<file path="src/rtl/ir_prefetch_queue_if.sv">
// Fetch/decode handshake bundle for the instruction prefetch queue.
// The master drives fetch words and decode control; the slave is the queue.
interface ir_prefetch_queue_if #(
   parameter int WIDTH    = 16,
   parameter int DEPTH    = 4,
   parameter int OPCODE_W = 7,
   parameter int OP_W     = 3
);
   localparam int CW = $clog2(DEPTH + 1);

   logic [WIDTH-1:0]    in;
   logic                inValid;
   logic                inReady;
   logic                take;
   logic                flush;
   logic                outValid;
   logic [OPCODE_W-1:0] outOpcode;
   logic [OP_W-1:0]     outOp0;
   logic [OP_W-1:0]     outOp1;
   logic [OP_W-1:0]     outOp2;
   logic [CW-1:0]       count;

   modport master (
      output in, inValid, take, flush,
      input  inReady, outValid, outOpcode, outOp0, outOp1, outOp2, count
   );

   modport slave (
      input  in, inValid, take, flush,
      output inReady, outValid, outOpcode, outOp0, outOp1, outOp2, count
   );
endinterface

</file>
<file path="src/rtl/ir_prefetch_queue.sv">
// Instruction prefetch FIFO: fetched words queue up and the oldest one is
// presented to decode already split into opcode and three operand fields.
module ir_prefetch_queue #(
   parameter int WIDTH    = 16,
   parameter int DEPTH    = 4,
   parameter int OPCODE_W = 7,
   parameter int OP_W     = 3
) (
   input logic               clock,
   input logic               reset,
   ir_prefetch_queue_if.slave bus
);
   localparam int PW = $clog2(DEPTH);
   localparam int CW = $clog2(DEPTH + 1);

   if (WIDTH != OPCODE_W + 3 * OP_W) begin : gBadWidth
      $error("ir_prefetch_queue: WIDTH must equal OPCODE_W + 3*OP_W");
   end
   if (DEPTH < 2 || (DEPTH & (DEPTH - 1)) != 0) begin : gBadDepth
      $error("ir_prefetch_queue: DEPTH must be a power of two >= 2");
   end

   logic [DEPTH-1:0][WIDTH-1:0] mem;
   logic [PW-1:0]               wptr, rptr;
   logic [CW-1:0]               cnt;
   logic                        push, pop;
   logic [WIDTH-1:0]            head;

   // Ready comes from registered occupancy only, so a same-cycle take
   // never opens a slot for a full queue.
   assign bus.inReady  = cnt < CW'(DEPTH);
   assign bus.outValid = cnt != '0;
   assign bus.count    = cnt;
   assign push         = bus.inValid && bus.inReady;
   assign pop          = bus.take && bus.outValid;

   // Pointers are exactly log2(DEPTH) bits, so increment wraps for free.
   always_ff @(posedge clock) begin
      if (reset || bus.flush) begin
         wptr <= '0;
         rptr <= '0;
         cnt  <= '0;
      end else begin
         if (push) begin
            mem[wptr] <= bus.in;
            wptr      <= wptr + 1'b1;
         end
         if (pop)
            rptr <= rptr + 1'b1;
         if (push && !pop)
            cnt <= cnt + 1'b1;
         else if (pop && !push)
            cnt <= cnt - 1'b1;
      end
   end

   assign head          = bus.outValid ? mem[rptr] : '0;
   assign bus.outOpcode = head[WIDTH-1 -: OPCODE_W];
   assign bus.outOp0    = head[2*OP_W +: OP_W];
   assign bus.outOp1    = head[OP_W +: OP_W];
   assign bus.outOp2    = head[0 +: OP_W];
endmodule

</file>
<file path="src/flat_wrapper.sv">
// flat-port wrapper written by rule: the top's interface ports become plain ports
module ir_prefetch_queue_flat 
#(
   parameter int WIDTH    = 16,
   parameter int DEPTH    = 4,
   parameter int OPCODE_W = 7,
   parameter int OP_W     = 3
)
  (clock, reset, bus_in, bus_inValid, bus_take, bus_flush, bus_inReady, bus_outValid, bus_outOpcode, bus_outOp0, bus_outOp1, bus_outOp2, bus_count);
  ir_prefetch_queue_if #(.WIDTH(WIDTH), .DEPTH(DEPTH), .OPCODE_W(OPCODE_W), .OP_W(OP_W)) bus_i ();
  input logic clock;
  input logic reset;
  input wire logic [$bits(bus_i.in)-1:0] bus_in;
  input wire logic [$bits(bus_i.inValid)-1:0] bus_inValid;
  input wire logic [$bits(bus_i.take)-1:0] bus_take;
  input wire logic [$bits(bus_i.flush)-1:0] bus_flush;
  output wire logic [$bits(bus_i.inReady)-1:0] bus_inReady;
  output wire logic [$bits(bus_i.outValid)-1:0] bus_outValid;
  output wire logic [$bits(bus_i.outOpcode)-1:0] bus_outOpcode;
  output wire logic [$bits(bus_i.outOp0)-1:0] bus_outOp0;
  output wire logic [$bits(bus_i.outOp1)-1:0] bus_outOp1;
  output wire logic [$bits(bus_i.outOp2)-1:0] bus_outOp2;
  output wire logic [$bits(bus_i.count)-1:0] bus_count;
  assign bus_i.in = bus_in;
  assign bus_i.inValid = bus_inValid;
  assign bus_i.take = bus_take;
  assign bus_i.flush = bus_flush;
  assign bus_inReady = bus_i.inReady;
  assign bus_outValid = bus_i.outValid;
  assign bus_outOpcode = bus_i.outOpcode;
  assign bus_outOp0 = bus_i.outOp0;
  assign bus_outOp1 = bus_i.outOp1;
  assign bus_outOp2 = bus_i.outOp2;
  assign bus_count = bus_i.count;
  ir_prefetch_queue #(.WIDTH(WIDTH), .DEPTH(DEPTH), .OPCODE_W(OPCODE_W), .OP_W(OP_W)) u_core (.clock(clock), .reset(reset), .bus(bus_i));
endmodule
</file>
<file path="config.mk">
export PLATFORM = sky130hd
export DESIGN_NAME = ir_prefetch_queue_flat
export DESIGN_NICKNAME = d
export VERILOG_FILES = /design/src/rtl/ir_prefetch_queue_if.sv /design/src/rtl/ir_prefetch_queue.sv /design/src/flat_wrapper.sv
export SDC_FILE = /design/constraint.sdc
export NUM_CORES = 1
export LEC_CHECK = 0
export CAP_MARGIN = 20
export CORE_ASPECT_RATIO = 1.75
export CORE_MARGIN = 4
export CORE_UTILIZATION = 58
export DETAILED_ROUTE_END_ITERATION = 6
export PLACE_DENSITY = 0.82
export REMOVE_ABC_BUFFERS = 1
export SLEW_MARGIN = 15
export SYNTH_ARGS = -nofsm -noshare
export SYNTH_HDL_FRONTEND = slang
export SYNTH_SLANG_ARGS = --single-unit
</file>
<file path="constraint.sdc">
create_clock -name clock -period 5.25 [get_ports clock]
set_clock_uncertainty 0.15 [all_clocks]
set_input_delay 1.05 -clock clock [delete_from_list [all_inputs] [get_ports clock]]
set_output_delay 1.05 -clock clock [all_outputs]
set_load 0.01 [all_outputs]
</file>
Yosys cells after proc, flatten, opt, wreduce, memory -nomap -nowiden. Cells that the tools add are included.

Add/sub/neg operators: 4. $lt $le $gt $ge: 4. Mux-type cells: 8. Bitwise logic cells: 1. Reductions and logical operators: 11.

Operators by type and width (number): $bwmux 64 (1); $mux 16 (3); $bmux 16 s2 (1); $demux 16 s2 (1); $lt 2x3->1 const B (2); $mux 3 (2); $logic_and 1x1->1 (5); $add 2x1->2 const B (2); $add 3x1->3 const B (1); $lt 3x3->1 const B (1); $reduce_bool 3->1 (1); $sub 3x1->3 const B (1); $ge 2x1->1 const B (1); $logic_not 1->1 (2); $reduce_and 2->1 (1); $reduce_bool 2->1 (1); $logic_or 1x1->1 (1); $not 1->1 (1).

Register bits: 71. Bits of input ports: 21. Logic and storage cells: 35.

Longest topological paths before layout.
Depth in word-level cells: 6. Mapped depth: 8.

Worst setup path before layout. OpenSTA, ideal clock, no wires.

Kind: input-to-reg. Start: input bus_inValid. End: register u_core.cnt[2] (netlist: u_core.bus.count[2]). Setup time: 0.070 ns. Data arrival time: 2.561 ns. Slack: 2.469 ns. Cell stages on the path: 8. Buffers on the path: 1. Cell sequence: nor2b_1 -> clkbuf_1 -> ha_1 -> inv_1 -> fa_1 -> xor2_1 -> or3_1 -> a21oi_1.

Word-level cells in the longest chain between the ends: 4. Elaborated cells between the ends (all ways): 6. Those cells by class: mux: 1; reduce/logical: 5.

Ends and longest elaborated chain: from (decl) (line flat_wrapper.sv:14) `input wire logic [$bits(bus_i.inValid)-1:0] bus_inValid;`; $logic_and 1x1->1 (*) (line ir_prefetch_queue.sv:34) `assign push = bus.inValid && bus.inReady;`; named net u_core.push (line ir_prefetch_queue.sv:26) `logic push, pop;`; $logic_not 1->1 (line ir_prefetch_queue.sv:52) `else if (pop && !push)`; $logic_and 1x1->1 (line ir_prefetch_queue.sv:52); $reduce_bool 2->1 (no source line); to (signal assigned) (line ir_prefetch_queue.sv:51) `cnt <= cnt + 1'b1;`; to (signal assigned) (line ir_prefetch_queue.sv:53) `cnt <= cnt - 1'b1;`; to (decl) (line ir_prefetch_queue.sv:25) `logic [CW-1:0] cnt;`.

The timed path passes the listed nets; every way through them passes the cells marked *. A chain may end at the register's enable or synchronous reset.

Worst setup path after layout.
Start: register u_core.rptr[0]. End: output bus_outOp2[1].

Word-level cells in the longest chain between the ends: 3.

Ends and longest elaborated chain: from (decl) (line ir_prefetch_queue.sv:24) `logic [PW-1:0] wptr, rptr;`; from (signal assigned) (line ir_prefetch_queue.sv:49) `rptr <= rptr + 1'b1;`; $bmux 16 s2 (line ir_prefetch_queue.sv:57) `assign head = bus.outValid ? mem[rptr] : '0;`; $mux 16 (implied by the code) (line ir_prefetch_queue.sv:57); $mux 16 (line ir_prefetch_queue.sv:57); to (decl) (line flat_wrapper.sv:22) `output wire logic [$bits(bus_i.outOp2)-1:0] bus_outOp2;`.

Every way passes these cells. The select of a mux whose other input is x is not followed.

==> results.cfg <==
[logic_synthesis]
yosys-top-cells-area = edfxtp_1, mux4_2, dfxtp_1, nor2b_4, ha_1
yosys-top-cells-count = edfxtp_1, mux4_2, nor2b_1, nor2b_4, dfxtp_1
synth_top_cell_by_area = edfxtp_1
synth-async-reset-ratio_pct = 0
yosysTopAreaCellShare_pct = 66.01
synth_area_mm2 = 0.002912
ys.flop_type = edfxtp_1
yosysMostFrequentCell = edfxtp_1
synth.avg_cell_area_um2 = 19.67
ys_seq_elements = 71
synth_warnings = 0
syn-instance-count = 148
yosysSeqAreaShare_pct = 70.82
synth_edf_count = 64
yosysUniqueCellTypes = 27

[power]
sw_frac_of_total_pct = 22.38
power_uw = 1281
power.internal_uw = 994.1
pwr-share-comb_pct = 14.2
clkPwrFrac_pct = 36.2
powerDensity_mw_per_mm2 = 356.3
p_seq_share_pct = 49.6
static-leakage-power_uw = 0.001204
ir_worst_vdd_mv = 0.3579
switchingPower_uw = 286.7

[route]
wl_met3_um = 246
wl_met2_um = 2705
drtIter0Drc = 46
firstDrtPassIters = 5
met1_length_um = 1849
drc = 0
top_layer_used = met4
wl_um = 4918
wire_per_inst_um = 19.36
viasPerCell = 5.839
ant_nets = 0
num_vias = 1483

[worst_setup_path]
worstPathMaxFanout = 11
cp-end-kind = output port
cp.required_ns = 4.05
cp_data_arrival_time_ns = 2.46
crit_path_start_kind = register
crit_type = reg2out
r2r_setup_slack_ns = 2.89

[clocking]
cts_max_path_buffers = 2
clk_latency_ns = 0.34
cts_tree = built
cts_made_buffers = 9
path_clk_slew_ns = 0.07
cts_setup_buffers = 0
post_cts_resized = 0
cts_sinks = 71
cts_root_buf = clkbuf_8
cts.htree.levels = 3
cts_hold_buf = 0

[sta]
fin_crit_sh_pct = 69.74
finalSetupViolCount = 0
fmaxAchievable_ghz = 0.2731
relSlewSlack_pct = 43.11
rsz0062_at_grt = false
tns_ns = 0
worstMarginPinSlew_ns = 0.8522
timing.hold.ws_ns = 0.4378
slew_viol_final = 0
timing_hold_violations_final = 0
period_minus_slack_ns = 3.662

[floorplanning]
initial_utilization_pct = 60.79
rows = 33
coreArea_mm2 = 0.004790
ioPinCount = 42
die_height_um = 101.7
die-area_mm2 = 0.006262
die_x_um = 61.56

[final_layout]
fin_cells = 254
syn2layout_area_growth_pct = 23.46
drive_gt1_share_pct = 23.27
nNetsFinal = 224
diodes = 0

[place]
io_buffers = 41
dp_cells = 238
place_congestion = 0.7473
hpwl_um = 3284

[job]
drv_cap = 0

[grt]
antenna_found_initial = 0
grt_pass1_vias = 1580
grt_usage_pct = 18.01
grt_max_degree = 19
overflow = 0
grt_pass1_wl_um = 7831

[outcome]
outcome = complete, no violations

[hold_path]
min_path_type = reg2reg
==> power groups by stage <==
stage | Clock (µW) | Combinational [µW] | Sequential [µW]
5_1_grt | 493 | 195 | 637
3_3_place_gp | 0 | 169 | 649
6_report | 464 | 181 | 636
2_1_floorplan | 0 | 86.6 | 648
3_5_place_dp | 0 | 183 | 649
4_1_cts | 471 | 184 | 636
==> per-layer routing <==
metal | GRT usage [%] | vias to the layer above
met4 | 9.477 | 0
met1 | 21.19 | 761
met3 | 4.847 | 11
met2 | 29.30 | 46
li1 | - | 665
met5 | 0 | -
==> final timing paths <==
check / to / cells after the start / from
setup / recovery: bus_outOp2[1] / 4 / u_core.rptr[0]$_SDFFE_PN0P_
hold / removal: u_core.wptr[1]$_SDFFE_PN0P_ / 2 / u_core.wptr[1]$_SDFFE_PN0P_
setup reg to reg: u_core.bus.count[2]$_SDFFE_PN0P_ / 7 / u_core.bus.count[2]$_SDFFE_PN0P_
hold reg to reg: u_core.wptr[1]$_SDFFE_PN0P_ / 2 / u_core.wptr[1]$_SDFFE_PN0P_
==> metrics by stage <==
step	util [%]	area (µm²)	setup WS, ns
6_report	75.05	3595	1.588
5_1_grt	75.05	3595	1.411
4_1_cts	75.05	3595	1.503
3_5_place_dp	70.61	3382	1.777
3_3_place_gp	69.98	3352	1.629
2_1_floorplan	-	2855	2.189
==> worst max-delay path, stage by stage, from the launching register on <==
cell             delay [ns]
dfxtp_1                0.75
buf_8                  0.24
mux4_2                 0.51
nor2b_1                0.14
clkdlybuf4s50_1        0.48
==> cell families (layout without fill, tap and decap cells) <==
group                      Yosys count  in the layout  share of synthesized area [%]
buffers and inverters               12             66                          2.578
AOI/OAI and AO/OA                    5              5                         0.9455
adders and majority gates            6              6                          2.836
muxes                               18             18                          13.06
and+or+nand+nor                     32             32                          8.552
DFF                                 71             71                          70.82
xor gates and xnor gates             4              4                          1.203
==> cells in the final DEF, fill, tap and decap left out, types with 2 or more instances in the layout <==
cell type,n
o21ai_0,2
nor2b_1,8
a21oi_1,2
inv_1,4
ha_1,5
dfxtp_1,7
or3_1,2
and3_1,4
xor2_1,3
edfxtp_1,64
buf_4,2
clkinv_2,2
nor2_1,6
clkbuf_8,9
clkdlybuf4s50_1,41
mux4_2,16
buf_8,2
nor2b_4,8
bufinv_16,2
clkinvlp_4,2
mux2i_1,2
==> layout make-up <==
class                           instances  area [µm²]
Clock buffer                           10       127.6
Timing Repair Buffer                   45       455.4
Fill cell                             293        1195
Inverter                                5       18.77
Tap cell                               52       65.06
Clock inverter                          6       85.08
Sequential cell                        71        2062
Multi-Input combinational cell         65       780.7
==> sequential cells by signal (all words and copies together), names as in the netlist <==
signal            cells
u_core.mem           64
u_core.wptr           2
u_core.bus.count      3
u_core.rptr           2
Note: power is estimated with default switching activity, not from simulation.
